File: src/rtl/sdram_arbiter.sv
// sdram_arbiter: two-port round-robin arbiter in front of sdram_interface.
//
// Each port issues whole-burst commands: one write burst of BURST_LENGTH words or one read
// burst. One port is granted at a time. The arbiter drives the sdram_interface user side and
// routes the returned read beats back to the owning port.
//
// Optional feature macro: SDRAM_ARB_TIMEOUT_EN
//   defined   - RD_WAIT watchdog. If RD_TIMEOUT cycles pass with no read beat while beats
//               are still outstanding, rd_timeout pulses for one cycle and the burst is
//               abandoned.
//   undefined - no watchdog; rd_timeout is tied low and RD_WAIT waits indefinitely.
//
// Ports:
//   clk, reset                  system clock; synchronous active-low reset
//   mN_cmd_valid/ready/we/addr  port N (N=0,1) burst command handshake
//   mN_wr_data, mN_wr_next      port N write word, consumed on each edge with wr_next=1
//   mN_rd_data, mN_rd_valid     port N returned read word and strobe
//   sd_ready, sd_valid,         sdram_interface status and read data
//   sd_data_out
//   sd_address, sd_data_in,     sdram_interface user-side command signals
//   sd_read, sd_write
//   rd_timeout                  read-wait watchdog pulse

module sdram_arbiter #(
  parameter int unsigned BURST_LENGTH = 4,
  parameter int unsigned ADDR_W       = 25,
  parameter int unsigned DATA_W       = 16,
  parameter int unsigned RD_TIMEOUT   = 64
) (
  input  logic              clk,
  input  logic              reset,
  // port 0
  input  logic              m0_cmd_valid,
  output logic              m0_cmd_ready,
  input  logic              m0_cmd_we,
  input  logic [ADDR_W-1:0] m0_cmd_addr,
  input  logic [DATA_W-1:0] m0_wr_data,
  output logic              m0_wr_next,
  output logic [DATA_W-1:0] m0_rd_data,
  output logic              m0_rd_valid,
  // port 1
  input  logic              m1_cmd_valid,
  output logic              m1_cmd_ready,
  input  logic              m1_cmd_we,
  input  logic [ADDR_W-1:0] m1_cmd_addr,
  input  logic [DATA_W-1:0] m1_wr_data,
  output logic              m1_wr_next,
  output logic [DATA_W-1:0] m1_rd_data,
  output logic              m1_rd_valid,
  // sdram_interface user side
  input  logic              sd_ready,
  input  logic              sd_valid,
  input  logic [DATA_W-1:0] sd_data_out,
  output logic [ADDR_W-1:0] sd_address,
  output logic [DATA_W-1:0] sd_data_in,
  output logic              sd_read,
  output logic              sd_write,
  output logic              rd_timeout
);

  localparam int unsigned BeatW = (BURST_LENGTH > 1) ? $clog2(BURST_LENGTH) : 1;
  localparam logic [BeatW-1:0] LastBeat = BeatW'(BURST_LENGTH - 1);

  // Elaboration-time sanity check on the configuration.
  if (BURST_LENGTH < 2 || RD_TIMEOUT < 2) begin : g_bad_param
    $error("sdram_arbiter: BURST_LENGTH and RD_TIMEOUT must both be at least 2");
  end

  typedef enum logic [2:0] {
    StIdle,
    StWrBurst,
    StRdIssue,
    StRdWait,
    StGap
  } state_e;

  state_e              state_q, state_d;
  logic [BeatW-1:0]    beat_q, beat_d;
  logic                owner_q, owner_d;
  logic                last_grant_q, last_grant_d;
  logic [ADDR_W-1:0]   addr_q, addr_d;
  logic                sd_write_q, sd_write_d;
  logic                sd_read_q, sd_read_d;
  logic [ADDR_W-1:0]   sd_address_q, sd_address_d;
  logic                m0_wr_next_q, m0_wr_next_d;
  logic                m1_wr_next_q, m1_wr_next_d;
  logic                rd_timeout_q, rd_timeout_d;

  logic grant0, grant1, arb_en, accept, timeout_now, beat_in, wr_active;

`ifdef SDRAM_ARB_TIMEOUT_EN
  localparam int unsigned TimerW = $clog2(RD_TIMEOUT + 1);
  logic [TimerW-1:0] timer_q, timer_d;
  // A pending pulse means this is the last RD_WAIT cycle of an abandoned burst.
  assign timeout_now = rd_timeout_q;
`else
  assign timeout_now = 1'b0;
`endif

  // Round robin: on a tie the port that did not win last time is granted.
  assign grant0 = m0_cmd_valid & (~m1_cmd_valid | last_grant_q);
  assign grant1 = m1_cmd_valid & (~m0_cmd_valid | ~last_grant_q);
  assign arb_en = reset & sd_ready & (state_q == StIdle);

  assign m0_cmd_ready = arb_en & grant0;
  assign m1_cmd_ready = arb_en & grant1;
  assign accept       = m0_cmd_ready | m1_cmd_ready;

  // Read beats and write data are combinational pass-throughs for the owner.
  assign beat_in     = reset & (state_q == StRdWait) & sd_valid & ~timeout_now;
  assign m0_rd_valid = beat_in & ~owner_q;
  assign m1_rd_valid = beat_in & owner_q;
  assign m0_rd_data  = m0_rd_valid ? sd_data_out : '0;
  assign m1_rd_data  = m1_rd_valid ? sd_data_out : '0;

  assign wr_active  = reset & (state_q == StWrBurst);
  assign sd_data_in = wr_active ? (owner_q ? m1_wr_data : m0_wr_data) : '0;

  assign sd_write   = sd_write_q;
  assign sd_read    = sd_read_q;
  assign sd_address = sd_address_q;
  assign m0_wr_next = m0_wr_next_q;
  assign m1_wr_next = m1_wr_next_q;
  assign rd_timeout = rd_timeout_q;

  always_comb begin
    state_d      = state_q;
    beat_d       = beat_q;
    owner_d      = owner_q;
    last_grant_d = last_grant_q;
    addr_d       = addr_q;

    case (state_q)
      StIdle: begin
        if (accept) begin
          owner_d      = m1_cmd_ready;
          last_grant_d = m1_cmd_ready;
          addr_d       = m1_cmd_ready ? m1_cmd_addr : m0_cmd_addr;
          beat_d       = '0;
          state_d      = (m1_cmd_ready ? m1_cmd_we : m0_cmd_we) ? StWrBurst : StRdIssue;
        end
      end
      StWrBurst: begin
        if (beat_q == LastBeat) begin
          state_d = StGap;
        end else begin
          beat_d = beat_q + 1'b1;
        end
      end
      StRdIssue: begin
        beat_d  = '0;
        state_d = StRdWait;
      end
      StRdWait: begin
        if (timeout_now) begin
          state_d = StGap;
        end else if (sd_valid) begin
          if (beat_q == LastBeat) begin
            state_d = StGap;
          end else begin
            beat_d = beat_q + 1'b1;
          end
        end
      end
      StGap: begin
        state_d = StIdle;
      end
      default: begin
        state_d = StIdle;
      end
    endcase

    // Command outputs are registered and follow the state being entered.
    sd_write_d   = (state_d == StWrBurst);
    sd_read_d    = (state_d == StRdIssue);
    sd_address_d = (sd_write_d | sd_read_d) ? addr_d : '0;
    m0_wr_next_d = sd_write_d & ~owner_d;
    m1_wr_next_d = sd_write_d & owner_d;
  end

`ifdef SDRAM_ARB_TIMEOUT_EN
  // Timer restarts on RD_WAIT entry and on every beat; the pulse is raised so that it
  // coincides with the RD_TIMEOUT-th silent cycle, which is also the last RD_WAIT cycle.
  always_comb begin
    timer_d = timer_q;
    if (state_q != StRdWait || sd_valid) begin
      timer_d = '0;
    end else begin
      timer_d = timer_q + 1'b1;
    end
    rd_timeout_d = (state_d == StRdWait) && (timer_d == TimerW'(RD_TIMEOUT - 1));
  end
`else
  always_comb begin
    rd_timeout_d = 1'b0;
  end
`endif

  always_ff @(posedge clk) begin
    if (!reset) begin
      state_q      <= StIdle;
      beat_q       <= '0;
      owner_q      <= 1'b0;
      last_grant_q <= 1'b1;
      addr_q       <= '0;
      sd_write_q   <= 1'b0;
      sd_read_q    <= 1'b0;
      sd_address_q <= '0;
      m0_wr_next_q <= 1'b0;
      m1_wr_next_q <= 1'b0;
      rd_timeout_q <= 1'b0;
`ifdef SDRAM_ARB_TIMEOUT_EN
      timer_q      <= '0;
`endif
    end else begin
      state_q      <= state_d;
      beat_q       <= beat_d;
      owner_q      <= owner_d;
      last_grant_q <= last_grant_d;
      addr_q       <= addr_d;
      sd_write_q   <= sd_write_d;
      sd_read_q    <= sd_read_d;
      sd_address_q <= sd_address_d;
      m0_wr_next_q <= m0_wr_next_d;
      m1_wr_next_q <= m1_wr_next_d;
      rd_timeout_q <= rd_timeout_d;
`ifdef SDRAM_ARB_TIMEOUT_EN
      timer_q      <= timer_d;
`endif
    end
  end

endmodule

File: config.mk
export PLATFORM = sky130hd
export DESIGN_NAME = sdram_arbiter
export DESIGN_NICKNAME = d
export VERILOG_FILES = /design/src/rtl/sdram_arbiter.sv
export SDC_FILE = /design/constraint.sdc
export NUM_CORES = 1
export LEC_CHECK = 0
export BUFFER_PORTS_ARGS = -buffer_cell sky130_fd_sc_hd__buf_2
export CAP_MARGIN = 20
export CORE_MARGIN = 1.5
export CORE_UTILIZATION = 35
export DETAILED_ROUTE_END_ITERATION = 8
export GPL_TIMING_DRIVEN = 1
export PLACE_DENSITY_LB_ADDON = 0.3
export SLEW_MARGIN = 20
export SYNTH_ARGS = -nofsm -noshare
export SYNTH_HDL_FRONTEND = slang
export SYNTH_SLANG_ARGS = --single-unit
export TNS_END_PERCENT = 50
File: constraint.sdc
create_clock -name clk -period 4.2 [get_ports clk]
set_input_delay 0.63 -clock clk [delete_from_list [all_inputs] [get_ports clk]]
set_output_delay 0.63 -clock clk [all_outputs]
set_load 0.03 [all_outputs]
# Word level (Yosys, flattened, before mapping)
# Index checks and enable logic that the tools add are counted.
# totals
register_bits,61
inputBits,106
output_inout_bits,82
wordCells,65
# op_classes
n_addsub,1
eq_ne,8
n_mux,19
bitwise,22
reduce_logical,5
# ops
op,n
$mux 25,3
$mux 16,4
$and 1x1->1,13
$pmux 3 s4,1
$eq 3x2->1 const B,3
$mux 3,3
$mux 2,4
$pmux 2 s4,1
$eq 3x1->1 const B,2
$not 1->1,5
$ne 2x2->1 const B,2
$or 1x1->1,4
$reduce_and 2->1,2
$reduce_bool 4->1,1
$logic_not 3->1,1
$mux 1,3
$reduce_and 3->1,1
$add 2x1->2 const B,1
$eq 2x2->1 const B,1

# Depth between registers and ports, before layout
# depth
ltp_word,11
ltp_mapped,7
depth_no_buf,5

# Least setup slack after synthesis
# Ideal clock, no wire load.
# synth_path
kind,input-to-output
startpoint,in reset
endpoint,out m1_rd_data[10]
t_arrival_ns,1.966
required_ns,3.570
slack_ns,1.604
stages,5
n_path_buf,1
path_cell_list,nor2b_1 -> nand4_1 -> nor2_1 -> clkbuf_1 -> and2_1
# synth_between
elab_chain_len,4
# synth_rtl
item,line_no,text
"start, declared",31,"input logic reset,"
$and 1x1->1 (2 in a row),110,assign beat_in = reset & (state_q == StRdWait) & sd_valid & ~timeout_now;
$and 1x1->1,112,assign m1_rd_valid = beat_in & owner_q;
net m1_rd_valid,49,"output logic m1_rd_valid,"
$mux 16,114,assign m1_rd_data = m1_rd_valid ? sd_data_out : '0;
"end, declared",48,"output logic [DATA_W-1:0] m1_rd_data,"
# The timed path passes the listed nets, and every way through them passes these cells.

# Final worst setup path
# layout_path
startpoint,in m0_cmd_valid
endpoint,out m1_cmd_ready
# layout_between
elab_chain_len,4
# layout_rtl
item,line_no,text
"start, declared",33,"input logic m0_cmd_valid,"
$not 1->1,102,assign grant1 = m1_cmd_valid & (~m0_cmd_valid | ~last_grant_q);
$or 1x1->1,102,
$and 1x1->1,102,
$and 1x1->1,106,assign m1_cmd_ready = arb_en & grant1;
"end, declared",43,"output logic m1_cmd_ready,"
# Every way passes these cells.

==> metrics.md <==
| Metric | Value |
|---|---|
| Top Ports | `188` |
| GRT busiest layer | `met2` |
| CTS tree | `done` |
| Reg clk slew, reported paths | `50 ps` |
| Data required, critical path | `3570 ps` |
| Post-synth EDFFs | `0` |
| Die width | `93.40 um` |
| Most used DFF post-synth | `dfxtp_1` |
| WP buf/inv | `3` |
| Post-synth ARST share | `0%` |
| Mean post-synth cell area | `8.774 um2` |
| Worst hold stages | `1` |
| DRT iter0 DRCs | `100` |
| Post-Place Setup Slack | `1245 ps` |
| Worst-margin pin slew | `838.1 ps` |
| Switching fraction of total power | `28.84%` |
| CTS Hold Buffers Added | `0` |
| Max-slew violations | `0` |
| CP delay by family, top | `buffers and inverters` |
| Initial Util | `36.63%` |
| Area delta synth->final | `39.28%` |
| Design area | `3984 um2` |
| Die height | `93.40 um` |
| M1 GR Usage | `21.89%` |
| Post-Synth Simple-Gate Area | `25.37%` |
| Power Density | `338.1 nW/um2` |
| Yosys warnings | `0` |
| Crit path DAT | `2320 ps` |
| Startpoint Class | `input port` |
| Post-CTS Setup Bufs | `0` |
| Final Cycle Share | `70.20%` |
| Main combinational cell family by area after synthesis | `simple AND/OR/NAND/NOR gates` |
| CP endpoint kind | `output port` |
| Dpl cell area | `3814 um2` |
| Flop pwr share | `46.9%` |
| Final Hold Fails | `0` |
| Synth area leaders | `dfxtp_1 43%, a311oi_1 15%, and2_1 7.0%` |
| DRC violation count after routing | `0` |
| Die area | `8724 um2` |
| Total Wirelength | `8074 um` |
| Pleak | `1.925 nW` |
| Final TNS setup | `0 ps` |
| CP Cell Sequence | `buf_2 > a21boi_0 > nand3_4 > clkinv_2 > buf_2` |
| NetSw | `0.3885 mW` |
| Share of the synthesized area in the top cell type | `42.69%` |
| Clock sink total | `61` |
| FF-to-FF Start | `state_q[2]` |
| Layout cells sized above 1 | `41.78%` |
| MaxCap Viol Count | `0` |
| GR Layer Usage met3 | `4.715%` |
| Post-Syn Instances | `326` |
| First-pass GRT wire length | `12520 um` |
| Largest stage delay on the critical path | `470 ps` |
| Pin count of the biggest net entering global routing | `41` |
| Syn Nets | `433` |
| Final Skew | `6.891 ps` |
| Core Rows | `32` |
| P_int | `0.9585 mW` |
| CTS max path bufs | `2` |
| Maximum vdd drop | `214.6 uV` |
| DRT antenna net count | `0` |
| Slowest cell on crit path | `a21boi_0` |
| Clock network fraction of total power | `32.7%` |
| Vias in the first global route | `2800` |
| Cell variety after synth | `40` |
| Met2 global-route usage | `30.01%` |
| Clock root cell | `clkbuf_8` |
| RSZ-0062 raised after global routing | `no` |
| Post-Synth Adder-Cell Area | `0.4374%` |
| Routability cong. | `0.7733` |
| Nets | `609` |
| Crit-path max FO | `27` |
| Drt first pass iters | `4` |
| CTS Buf Count | `9` |
| Sequential-to-total area share from yosys stat | `42.69%` |
| Post-Synth XOR/XNOR Area | `0%` |
| Setup ws final | `1251 ps` |
| CP startpoint | `m0_cmd_valid` |
| Mapped Area | `2860 um2` |
| Clock Latency Late Sink | `330 ps` |
| Vias/cell | `4.970` |
| Post-synth top area cell | `dfxtp_1` |
| # setup viols final | `0` |
| Run status | `finished, final reports clean` |
| Tot Pwr | `1.347 mW` |
| Initial antenna violation count | `0` |
| H-tree Lvls | `3` |
| Antenna cells | `0` |
| PostCTS Resize Cnt | `0` |
| Core ar. | `7807 um2` |
| HP Class | `reg -> reg` |
| IO buf count | `186` |
| Worst hold start | `beat_q[0]` |
| Min Hold Slack | `479.4 ps` |
| Fillers | `790` |
| Most used cell, CP | `buf_2` |
| Gr ovfl total | `0` |
| Hold EP | `beat_q[0]` |
| Wire per inst | `13.30 um` |
| Min cycle time layout | `2949 ps` |
| Slew margin rel. | `43.78%` |
| Flops & latches, synth | `61` |
| Compound-gate portion of the synthesized area | `20.25%` |
| Fmax | `0.3392 GHz` |
| WS Path Type | `in -> out` |
| Flop2flop setup slack | `1770 ps` |
| Combinational fraction of design power | `20.4%` |
| Global-route usage over all layers | `17.87%` |
| DP HPWL | `5822 um` |
| Vias | `3017` |
| FF-to-FF path depth | `6` |
| Post-synthesis mux area share | `5.599%` |
| RR Endpoint | `sd_address[16]` |
==> sequential cells by signal, indices dropped and copies added, names as in the netlist <==
register / count
addr_q: 25
sd_address: 25
state_q: 3
beat_q: 2
last_grant_q: 1
m0_wr_next: 1
m1_wr_next: 1
owner_q: 1
sd_read: 1
sd_write: 1
==> worst register-to-register path: stages (launching register included) <==
cell	delay, ps
dfxtp_1	390
nor4b_4	460
o211a_2	270
buf_4	350
buf_4	440
nor2_1	120
a311oi_1	300
==> routing by layer <==
| layer | vias up | share of wire (%) |
|---|---|---|
| met4 | 0 | 1.3 |
| met1 | 1389 | 43 |
| met3 | 9 | 5.8 |
| met2 | 96 | 50 |
| li1 | 1523 | - |
| met5 | - | 0 |
==> synth_stat cells (2+ instances only) <==
library cell / count
buf_6: 2
inv_1: 5
dfxtp_1: 61
buf_4: 3
a311oi_2: 4
nor3_1: 2
buf_2: 11
a31oi_1: 2
nor2_1: 49
mux2i_1: 16
nand2b_1: 2
a21oi_1: 3
o21a_1: 2
nor2b_1: 2
and2_1: 32
nand2_1: 53
clkbuf_1: 7
a311oi_1: 48
==> cell families (layout without fill, tap and decap cells) <==
kind of cell / after synthesis / count (layout)
other cells: 1 / 1
buf+inv: 31 / 210
fa+ha+maj: 1 / 1
flops: 61 / 61
compound gates: 66 / 66
mux: 16 / 16
simple gates: 150 / 150
==> worst max path at each step <==
stage	endpoint	slack [ps]	depth (start not counted)
after floorplan	m1_rd_data[10]	1600	5
after global placement	m1_cmd_ready	1300	5
after detailed placement	m1_cmd_ready	1240	5
after CTS	m1_cmd_ready	1240	5
after global routing	m1_cmd_ready	1090	5
final	m1_cmd_ready	1250	5
==> cell type report <==
class	instances	area, um2	share of cell area [%]
Multi-Input combinational cell	234	1489	37.37
Sequential cell	61	1221	30.65
Timing Repair Buffer	189	953.4	23.93
Clock buffer	12	155.1	3.894
Tap cell	102	127.6	3.204
Inverter	7	27.53	0.6910
Clock inverter	2	10.01	0.2513
==> per-stage QoR <==
step           util, %  cells
6_report         51.03    607
5_1_grt          51.03    607
4_1_cts          50.96    607
3_5_place_dp     48.85    593
3_3_place_gp     48.85    593
2_1_floorplan        -    326
==> cell usage in the layout, fill, tap and decap left out, types with 2 or more instances in the layout <==
cell      synthesis  layout
buf_2            11     186
dfxtp_1          61      61
nand2_1          53      53
nor2_1           49      48
a311oi_1         48      48
and2_1           32      32
mux2i_1          16      16
clkbuf_8          0      11
inv_1             5       5
a311oi_2          4       4
clkinv_2          1       3
a21oi_1           3       3
buf_4             3       3
nand2b_1          2       2
nor2b_1           2       2
o21a_1            2       2
a31oi_1           2       2
nor3_1            2       2
==> power by group through the flow <==
stage	registers, mW	logic (mW)	clock network [mW]
3_3_place_gp	0.644	0.267	0
4_1_cts	0.632	0.275	0.462
6_report	0.632	0.275	0.440
3_5_place_dp	0.645	0.274	0
2_1_floorplan	0.674	0.149	0
5_1_grt	0.636	0.301	0.492
No activity file was read; power rests on OpenSTA's default activity.
